`src/rtl/mem_wb_if.sv`:
```
// MEM/WB stage bus: stage-4 results and hazard controls in, register-file write port out.
interface mem_wb_if #(
  parameter int unsigned Width = 32
);
  // Hazard controls and stage-4 results
  logic             stall;
  logic             flush;
  logic             in_valid;
  logic [Width-1:0] AdderResult;
  logic [Width-1:0] readData;
  logic [Width-1:0] Aluresult;
  logic [2:0]       controlsignal0;
  logic [4:0]       rd;

  // Write-back port, forwarding history and retirement counter
  logic [Width-1:0] wb_data;
  logic [4:0]       wb_rd;
  logic             wb_we;
  logic             wb_valid;
  logic [Width-1:0] prev_wb_data;
  logic [4:0]       prev_wb_rd;
  logic             prev_wb_we;
  logic [Width-1:0] retired_count;

  // Upstream side (memory stage / hazard unit / consumers)
  modport master (
    output stall, flush, in_valid, AdderResult, readData, Aluresult, controlsignal0, rd,
    input  wb_data, wb_rd, wb_we, wb_valid, prev_wb_data, prev_wb_rd, prev_wb_we,
           retired_count
  );

  // Stage side
  modport slave (
    input  stall, flush, in_valid, AdderResult, readData, Aluresult, controlsignal0, rd,
    output wb_data, wb_rd, wb_we, wb_valid, prev_wb_data, prev_wb_rd, prev_wb_we,
           retired_count
  );
endinterface

```
`src/rtl/mem_wb_stage.sv`:
```
// MEM/WB pipeline register, write-back select, last-write history and retire counter.
module mem_wb_stage #(
  parameter int unsigned Width = 32
) (
  input  logic     clk,
  input  logic     rst_n,
  mem_wb_if.slave  bus
);

  // ctrl bit positions
  localparam int unsigned CtrlRegWrite = 2;
  localparam int unsigned CtrlMemToReg = 1;
  localparam int unsigned CtrlLink     = 0;

  // Stage register
  logic             valid_q, valid_d;
  logic [2:0]       ctrl_q, ctrl_d;
  logic [4:0]       rd_q, rd_d;
  logic [Width-1:0] link_q, link_d;
  logic [Width-1:0] mem_q, mem_d;
  logic [Width-1:0] alu_q, alu_d;

  // Retirement history
  logic [Width-1:0] prev_data_q, prev_data_d;
  logic [4:0]       prev_rd_q, prev_rd_d;
  logic             prev_we_q, prev_we_d;
  logic [Width-1:0] count_q, count_d;

  logic [Width-1:0] wb_data;
  logic             wb_we;
  logic             retire;

  // Write-back select and register-file enable from the stage register
  always_comb begin
    if (ctrl_q[CtrlLink]) begin
      wb_data = link_q;
    end else if (ctrl_q[CtrlMemToReg]) begin
      wb_data = mem_q;
    end else begin
      wb_data = alu_q;
    end
    // $0 is hardwired to zero, so writes to it are dropped here
    wb_we = valid_q & ctrl_q[CtrlRegWrite] & (rd_q != 5'd0);
  end

  // Next state: flush beats stall beats normal load; retirement ignores flush
  always_comb begin
    valid_d = valid_q;
    ctrl_d  = ctrl_q;
    rd_d    = rd_q;
    link_d  = link_q;
    mem_d   = mem_q;
    alu_d   = alu_q;
    if (bus.flush) begin
      // Data fields are don't-care in a bubble; holding them saves toggles
      valid_d = 1'b0;
      ctrl_d  = 3'b000;
    end else if (!bus.stall) begin
      valid_d = bus.in_valid;
      ctrl_d  = bus.controlsignal0;
      rd_d    = bus.rd;
      link_d  = bus.AdderResult;
      mem_d   = bus.readData;
      alu_d   = bus.Aluresult;
    end

    // A flush on this edge kills the incoming entry, not the one leaving
    retire      = valid_q & ~bus.stall;
    prev_data_d = prev_data_q;
    prev_rd_d   = prev_rd_q;
    prev_we_d   = prev_we_q;
    count_d     = count_q;
    if (retire) begin
      prev_data_d = wb_data;
      prev_rd_d   = rd_q;
      prev_we_d   = wb_we;
      count_d     = count_q + Width'(1);
    end
  end

  // State register with asynchronous clear
  always_ff @(posedge clk or negedge rst_n) begin
    if (!rst_n) begin
      valid_q     <= 1'b0;
      ctrl_q      <= 3'b000;
      rd_q        <= 5'd0;
      link_q      <= '0;
      mem_q       <= '0;
      alu_q       <= '0;
      prev_data_q <= '0;
      prev_rd_q   <= 5'd0;
      prev_we_q   <= 1'b0;
      count_q     <= '0;
    end else begin
      valid_q     <= valid_d;
      ctrl_q      <= ctrl_d;
      rd_q        <= rd_d;
      link_q      <= link_d;
      mem_q       <= mem_d;
      alu_q       <= alu_d;
      prev_data_q <= prev_data_d;
      prev_rd_q   <= prev_rd_d;
      prev_we_q   <= prev_we_d;
      count_q     <= count_d;
    end
  end

  // Drive the bus outputs
  always_comb begin
    bus.wb_data       = wb_data;
    bus.wb_rd         = rd_q;
    bus.wb_we         = wb_we;
    bus.wb_valid      = valid_q;
    bus.prev_wb_data  = prev_data_q;
    bus.prev_wb_rd    = prev_rd_q;
    bus.prev_wb_we    = prev_we_q;
    bus.retired_count = count_q;
  end

endmodule

```
`src/flat_wrapper.sv`:
```
// flat-port wrapper written by rule: the top's interface ports become plain ports
module mem_wb_stage_flat 
#(
  parameter int unsigned Width = 32
)
  (clk, rst_n, bus_stall, bus_flush, bus_in_valid, bus_AdderResult, bus_readData, bus_Aluresult, bus_controlsignal0, bus_rd, bus_wb_data, bus_wb_rd, bus_wb_we, bus_wb_valid, bus_prev_wb_data, bus_prev_wb_rd, bus_prev_wb_we, bus_retired_count);
  mem_wb_if #(.Width(Width)) bus_i ();
  input  logic clk;
  input  logic rst_n;
  input wire logic [$bits(bus_i.stall)-1:0] bus_stall;
  input wire logic [$bits(bus_i.flush)-1:0] bus_flush;
  input wire logic [$bits(bus_i.in_valid)-1:0] bus_in_valid;
  input wire logic [$bits(bus_i.AdderResult)-1:0] bus_AdderResult;
  input wire logic [$bits(bus_i.readData)-1:0] bus_readData;
  input wire logic [$bits(bus_i.Aluresult)-1:0] bus_Aluresult;
  input wire logic [$bits(bus_i.controlsignal0)-1:0] bus_controlsignal0;
  input wire logic [$bits(bus_i.rd)-1:0] bus_rd;
  output wire logic [$bits(bus_i.wb_data)-1:0] bus_wb_data;
  output wire logic [$bits(bus_i.wb_rd)-1:0] bus_wb_rd;
  output wire logic [$bits(bus_i.wb_we)-1:0] bus_wb_we;
  output wire logic [$bits(bus_i.wb_valid)-1:0] bus_wb_valid;
  output wire logic [$bits(bus_i.prev_wb_data)-1:0] bus_prev_wb_data;
  output wire logic [$bits(bus_i.prev_wb_rd)-1:0] bus_prev_wb_rd;
  output wire logic [$bits(bus_i.prev_wb_we)-1:0] bus_prev_wb_we;
  output wire logic [$bits(bus_i.retired_count)-1:0] bus_retired_count;
  assign bus_i.stall = bus_stall;
  assign bus_i.flush = bus_flush;
  assign bus_i.in_valid = bus_in_valid;
  assign bus_i.AdderResult = bus_AdderResult;
  assign bus_i.readData = bus_readData;
  assign bus_i.Aluresult = bus_Aluresult;
  assign bus_i.controlsignal0 = bus_controlsignal0;
  assign bus_i.rd = bus_rd;
  assign bus_wb_data = bus_i.wb_data;
  assign bus_wb_rd = bus_i.wb_rd;
  assign bus_wb_we = bus_i.wb_we;
  assign bus_wb_valid = bus_i.wb_valid;
  assign bus_prev_wb_data = bus_i.prev_wb_data;
  assign bus_prev_wb_rd = bus_i.prev_wb_rd;
  assign bus_prev_wb_we = bus_i.prev_wb_we;
  assign bus_retired_count = bus_i.retired_count;
  mem_wb_stage #(.Width(Width)) u_core (.clk(clk), .rst_n(rst_n), .bus(bus_i));
endmodule
```
`config.mk`:
```
export PLATFORM = sky130hd
export DESIGN_NAME = mem_wb_stage_flat
export DESIGN_NICKNAME = d
export VERILOG_FILES = /design/src/rtl/mem_wb_if.sv /design/src/rtl/mem_wb_stage.sv /design/src/flat_wrapper.sv
export SDC_FILE = /design/constraint.sdc
export NUM_CORES = 1
export LEC_CHECK = 0
export ABC_AREA = 1
export CORE_MARGIN = 1.5
export CORE_UTILIZATION = 35
export DETAILED_ROUTE_END_ITERATION = 16
export MAX_ROUTING_LAYER = met4
export PLACE_DENSITY = 0.67
export SKIP_LAST_GASP = 1
export SLEW_MARGIN = 20
export SYNTH_ARGS = -nofsm -noshare
export SYNTH_HDL_FRONTEND = slang
export SYNTH_SLANG_ARGS = --single-unit
```
`constraint.sdc`:
```
create_clock -name clk -period 1.7 [get_ports clk]
set_clock_uncertainty 0.05 [all_clocks]
set_input_delay 0.34 -clock clk [delete_from_list [all_inputs] [get_ports clk]]
set_output_delay 0.34 -clock clk [all_outputs]
set_load 0.02 [all_outputs]
```
==> results of run 1 <==
==> worst min path at each step <==
stage	start	cells past startpoint	end	slack, ps
final	rst_n	2	u_core.mem_q[4]$_DFFE_PN0P_	330
after global routing	rst_n	2	u_core.link_q[3]$_DFFE_PN0P_	340
after CTS	rst_n	2	u_core.mem_q[4]$_DFFE_PN0P_	340
after detailed placement	rst_n	1	u_core.mem_q[4]$_DFFE_PN0P_	240
after global placement	rst_n	1	u_core.mem_q[4]$_DFFE_PN0P_	240
after floorplan	rst_n	0	u_core.alu_q[0]$_DFFE_PN0P_	-6
==> area by class of cell <==
class                           count  area [sq um]
Fill cell                        2114         10440
Timing Repair Buffer              304          2836
Inverter                          120         452.9
Antenna cell                        2         5.005
Multi-Input combinational cell    616          2985
Clock inverter                     15         153.9
Tap cell                          280         350.3
Sequential cell                   175          4380
Clock buffer                       17         425.4
==> cell families after synthesis <==
kind of cell	share of synthesized area (%)
buffers and inverters	8.553
adders and majority gates	0.1578
and+or+nand+nor	22.12
AOI/OAI and AO/OA	11.95
DFF	55.23
xor gates and xnor gates	1.988
==> layer usage <==
metal	vias to the layer above	global-route usage [%]
met3	32	5.552
met4	0	7.166
li1	3539	-
met1	3252	26.63
met2	257	31.26
met5	-	-
==> state kept, by name, indices dropped and copies added (netlist names) <==
signal	flops
u_core.bus.retired_count	32
u_core.bus.wb_rd	5
u_core.bus.wb_valid	1
u_core.ctrl_q	3
u_core.bus.prev_wb_data	32
u_core.bus.prev_wb_we	1
u_core.alu_q	32
u_core.bus.prev_wb_rd	5
u_core.mem_q	32
u_core.link_q	32
==> critical path: cells and delay by family (launching register included) <==
family,cells,cell delay (ps)
buffers and inverters,3,450
AOI/OAI and AO/OA,3,400
DFF,1,370
==> placed cells by master, fill, tap and decap left out, types with 8 or more instances in the layout <==
cell / synthesis / routed
nand2_1: 335 / 335
dfrtp_1: 175 / 174
inv_1: 115 / 112
clkdlybuf4s50_1: 0 / 107
o21ai_0: 111 / 99
buf_4: 0 / 95
dlygate4sd2_1: 0 / 74
a21oi_1: 52 / 34
a21oi_2: 12 / 30
nor2_1: 25 / 24
nand3_1: 22 / 20
clkbuf_16: 0 / 18
xor2_1: 13 / 13
buf_6: 3 / 11
buf_12: 0 / 11
o21ai_1: 0 / 10
nand4_1: 9 / 9
nor2_4: 5 / 8
==> power groups by stage <==
stage          Combinational (mW)  Clock [mW]  Sequential [mW]
5_1_grt                      3.26        4.18             5.13
3_5_place_dp                 3.16           0             5.12
6_report                     2.99        3.90             5.05
4_1_cts                      2.91        3.99             5.04
3_3_place_gp                 3.13           0             5.12
2_1_floorplan                1.07           0             5.43
==> timing repair <==
item,CTS,global route
cloned,0,1
endpoints found under the hold margin,32,0
buffers inserted,1,4
hold buffers,1,0
pin swaps,3,4
resized for setup,249,53
endpoints found under the setup margin,109,39
==> impl_metrics.toml, run 1 <==
[timing]
post-route-period-util_pct = 119.4
worstMarginPinSlew_ps = 409.0
setup_viol = 33
slew_viol_final = 0
hold_violations = 0
slew_headroom_pct = 72.74
hold_ws_ps = 328.7
tns_ps = -9310
max_freq_mhz = 492.7
min_period_ps = 2029
grt_setup_unrepaired = "yes"
timing.final.ws_setup_ps = -329.4

[run_status]
status = "complete, but fails checks"
violations = "negative setup slack"

[worst_setup_path]
path_max_fanout = 10
cpMostUsedCell = "a21oi_1"
slowest_stage = "dfrtp_1"
cp.required_ps = 1310
critPathKind = "flip-flop to output pin"
r2r-start = "u_core.bus.retired_count[1]$_DFFE_PN0P_"
critPathCapture = "bus_wb_data[31]"
crit_path_end_kind = "output pin"
arrival_ps = 1640
worstRegToRegCells = 7
rrSetupSlack_ps = 110
startpoint = "u_core.ctrl_q[1]$_DFFE_PN0P_"
rr_endpoint = "u_core.bus.retired_count[22]$_DFFE_PN0P_"
critPathMaxStageDelay_ps = 370
path_cells = "inv_4, clkbuf_16, o21ai_0, a21oi_1, a21oi_1, buf_4"
critPathLaunchType = "flip-flop"

[floorplanning]
dieArea_sq_mm = 0.02357
fp.dieH_um = 153.5
num_rows = 54
num_io_pins = 218
placeableCoreArea_sq_mm = 0.02203
start_util_pct = 36.00
die_w_um = 153.5

[clock_network]
cts_root_buf = "clkbuf_16"
path_clk_slew_ps = 70
cts_max_path_buffers = 2
htreeDepth = 4
clock_latency_ps = 430
cts_tree = "yes"
clock-sinks = 175
cts_buffers = 17

[cells_and_area]
finalNonFillerCells = 1529
area_growth_pct = 46.17
final_core_util_pct = 52.62
drive_gt1_share_pct = 17.72
nets = 1344
final_area_sq_mm = 0.01159

[synthesis]
syn_avg_cell_area_sq_um = 8.294
synth_fp_nets = 1066
synth_cell_type_count = 28
synth_sequential_area_ratio_pct = 55.23
synth_top_cell_area_share_pct = 55.23
synth.most_common_cell = "nand2_1"
synth-edff-count = 0
synthTopCellsByCount = "nand2_1, dfrtp_1, inv_1"
synth-warning-count = 0
synth-main-ff-cell = "dfrtp_1"
synth_area_sq_mm = 0.007929
ys_ff_latch = 175
synthCells = 956
yosysTopAreaCell = "dfrtp_1"
synthTopCellsByArea = "dfrtp_1, nand2_1, o21ai_0"
async_flop_share_pct = 100.0

[placement]
gp_congestion = 0.9491
place_ws_ps = -353.7
numPortBuffers = 217
dp.cells = 1488
post_dp_cell_area_sq_mm = 0.01095
hpwl_um = 17080

[grt]
gr-usage-all-layers_pct = 20.61
grt_pass1_vias = 7096
grt-ovfl-total = 0
antenna_found_initial = 2
grt_pass1_wl_um = 37020
grt_max_degree = 49

[pwr]
switching_share_pct = 31.94
power_density_mw_per_mm2 = 1030
p_leak_nw = 5.878
p_clk_share_pct = 32.6
combPwrFrac_pct = 25.1
p_sw_mw = 3.815
p_seq_share_pct = 42.3
irDropWorstVdd_v = 0.0006211
report.power.total_mw = 11.94
p_int_mw = 8.128

[detailed_routing]
antenna_left = 0
wl_met1_um = 10270
wl_met3_um = 1724
wl_met2_um = 10510
num_vias = 7080
drcViolationCount = 0
top_layer = "met4"
via_per_inst = 4.630
drt_wl_total_um = 22970
wl_per_cell_um = 15.02
drtIter0Drc = 432
drtPass1Iterations = 5

[flow_run]
maxCapViolations = 0

[worst_hold_path]
worstHoldPathType = "primary input to asynchronous set/reset pin"
Power figures use the tool's default switching activity.
==> inputs of run 2 (changes only) <==
--- a/config.mk
+++ b/config.mk
@@ -8,6 +8,7 @@
 export ABC_AREA = 1
 export CORE_MARGIN = 1.5
 export CORE_UTILIZATION = 35
+export CTS_CLUSTER_SIZE = 10
 export DETAILED_ROUTE_END_ITERATION = 16
 export MAX_ROUTING_LAYER = met4
 export PLACE_DENSITY = 0.67
==> results of run 2 <==
The final DEF is identical to that of run 1; final timing and power are the same.
==> inputs of run 3 (changes only) <==
--- a/config.mk
+++ b/config.mk
@@ -6,14 +6,13 @@
 export NUM_CORES = 1
 export LEC_CHECK = 0
 export ABC_AREA = 1
-export CORE_MARGIN = 1.5
+export CORE_MARGIN = 2
 export CORE_UTILIZATION = 35
 export CTS_CLUSTER_SIZE = 10
 export DETAILED_ROUTE_END_ITERATION = 16
 export MAX_ROUTING_LAYER = met4
 export PLACE_DENSITY = 0.67
 export SKIP_LAST_GASP = 1
-export SLEW_MARGIN = 20
 export SYNTH_ARGS = -nofsm -noshare
 export SYNTH_HDL_FRONTEND = slang
 export SYNTH_SLANG_ARGS = --single-unit
==> run 3 against run 2 <==
Net effect: global-route usage about the same; first-iteration DRC count up 3.7%; sequential cell count unchanged; hold slack better by 76 ps; register-to-register slack worse by 30 ps; largest power group unchanged; combinational power up 7.7%; the run still ends with negative setup slack left; core utilization up 0.68 points; non-clock buffer count up 6.
==> impl_metrics.toml, run 3 (same netlist as run 1, synthesis figures left out) <==
[detailed_routing]
antenna_left = 0
drt_wl_total_um = 23370
wl_per_cell_um = 15.19
via_per_inst = 4.669
drcViolationCount = 0
drtIter0Drc = 448
num_vias = 7185
drtPass1Iterations = 5

[worst_setup_path]
path_max_fanout = 18
critPathMaxStageDelay_ps = 380
crit_path_end_kind = "output pin"
crit_family = "buffers and inverters"
critPathKind = "flip-flop to output pin"
r2r-start = "u_core.ctrl_q[1]$_DFFE_PN0P_"
arrival_ps = 1670
cpMostUsedCell = "a21oi_1"
slowest_stage = "dfrtp_1"
path_buf_inv = 3
path_cells = "clkinv_4, buf_12, o21ai_0, a21oi_1, a21oi_1, buf_4"
cp.required_ps = 1310
worstRegToRegCells = 10
rrSetupSlack_ps = 80
rr_endpoint = "u_core.bus.prev_wb_data[19]$_DFFE_PN0P_"
critPathLaunchType = "flip-flop"

[worst_hold_path]
worstHoldPathType = "primary input to flip-flop"
min-delay-start = "bus_Aluresult[26]"
holdPathEnd = "u_core.alu_q[26]$_DFFE_PN0P_"
hold_path_depth = 3

[floorplanning]
dieArea_sq_mm = 0.02387
num_io_pins = 218
die_w_um = 154.5
placeableCoreArea_sq_mm = 0.02243
fp.dieH_um = 154.5
num_rows = 55
start_util_pct = 35.34

[clock_network]
clock_latency_ps = 420
clock-sinks = 175
cts_max_path_buffers = 2
cts_root_buf = "clkbuf_16"
htreeDepth = 4
cts_tree = "yes"
cts_buffers = 17
path_clk_slew_ps = 60

[timing]
max_freq_mhz = 485.8
worstMarginPinSlew_ps = 367.0
post-route-period-util_pct = 121.1
timing.final.ws_setup_ps = -358.6
setup_viol = 33
grt_setup_unrepaired = "yes"
hold_violations = 0
min_period_ps = 2059
slew_headroom_pct = 75.53
tns_ps = -9777
slew_viol_final = 0

[cells_and_area]
final_area_sq_mm = 0.01196
area_growth_pct = 50.80
drive_gt1_share_pct = 19.57
nets = 1350
layout_commonest_cell = "nand2_1"
finalNonFillerCells = 1539
final_cell_mix = "nand2_1, dfrtp_1, inv_1, clkdlybuf4s50_1, buf_4"

[grt]
grt_pass1_vias = 7280
gr-usage-all-layers_pct = 20.62
antenna_found_initial = 2
grt_max_degree = 63
grt-ovfl-total = 0
grt_pass1_wl_um = 37870

[pwr]
power_density_mw_per_mm2 = 1039
irDropWorstVdd_v = 0.0005822
p_leak_nw = 5.977

[placement]
dp.cells = 1482
place_ws_ps = -400.7
post_dp_cell_area_sq_mm = 0.01089
gp_congestion = 0.9466
numPortBuffers = 217
hpwl_um = 16670

[flow_run]
maxCapViolations = 0

[run_status]
status = "complete, but fails checks"
violations = "negative setup slack"
-- run 3: changes by cell type in the layout (fill, tap and decap cells not counted), moves of 4 or more --
cell	delta
a21oi_2	+7
o21ai_0	-17
inv_8	-4
o21ai_1	+4
a21oi_4	+4
a21oi_1	-11
o21ai_2	+4
o21ai_4	+9
-- run 3: layer usage --
layer / GRT usage [%] / part of all wire [%] / vias to the layer above
met5: - / 0 / -
met2: 31.51 / 46 / 236
met4: 5.423 / 1.6 / 0
met1: 27.34 / 45 / 3383
met3: 5.520 / 7.2 / 25
li1: - / - / 3541
-- run 3: stage by stage --
step | hold WS [ps] | util [%] | power (mW)
floorplan | -5.591 | - | 6.496
global placement | 319.9 | 48.56 | 8.246
detailed placement | 323.8 | 48.56 | 8.285
CTS | 387.6 | 51.99 | 12.37
global route | 397.7 | 53.30 | 13.09
finish | 404.8 | 53.30 | 12.43
-- run 3: power by group --
group / switching (mW) / internal [mW] / leakage, nW
Combinational: 1.78 / 1.44 / 3.48
Sequential: 0.317 / 4.75 / 2.20
Clock: 1.60 / 2.54 / 0.297
Total: 3.70 / 8.73 / 5.98
-- run 3: final cells by class --
class / instances / area (sq um)
Fill cell: 2104 / 10480
Sequential cell: 175 / 4379
Clock buffer: 22 / 464.2
Antenna cell: 2 / 5.005
Timing Repair Buffer: 310 / 2974
Multi-Input combinational cell: 616 / 3164
Tap cell: 285 / 356.6
Clock inverter: 9 / 157.7
Inverter: 120 / 455.4
-- run 3: worst max path at each step --
stage / depth (start not counted) / to / start
after floorplan: 6 / bus_wb_data[24] / u_core.ctrl_q[1]$_DFFE_PN0P_
after global placement: 6 / bus_wb_data[10] / u_core.ctrl_q[1]$_DFFE_PN0P_
after detailed placement: 6 / bus_wb_data[8] / u_core.ctrl_q[1]$_DFFE_PN0P_
after CTS: 6 / bus_wb_data[12] / u_core.ctrl_q[1]$_DFFE_PN0P_
after global routing: 6 / bus_wb_data[22] / u_core.ctrl_q[1]$_DFFE_PN0P_
final: 6 / bus_wb_data[25] / u_core.ctrl_q[1]$_DFFE_PN0P_
-- run 3: repair_timing --
item | in CTS | in global routing
pin swaps | 1 | 10
hold endpoints to repair | 175 | 0
setup endpoints to repair | 109 | 41
cloned | 3 | 0
buffers inserted | 17 | 7
hold buffers | 1 | 0
resized for setup | 272 | 89
-- run 3: worst register-to-register path, delay by kind of cell (launching register included) --
family                 cells  cell delay, ps
buffers and inverters      6             800
AO/OA/AOI/OAI              2             220
AND/OR/NAND/NOR            2             100
flip-flops                 1             380
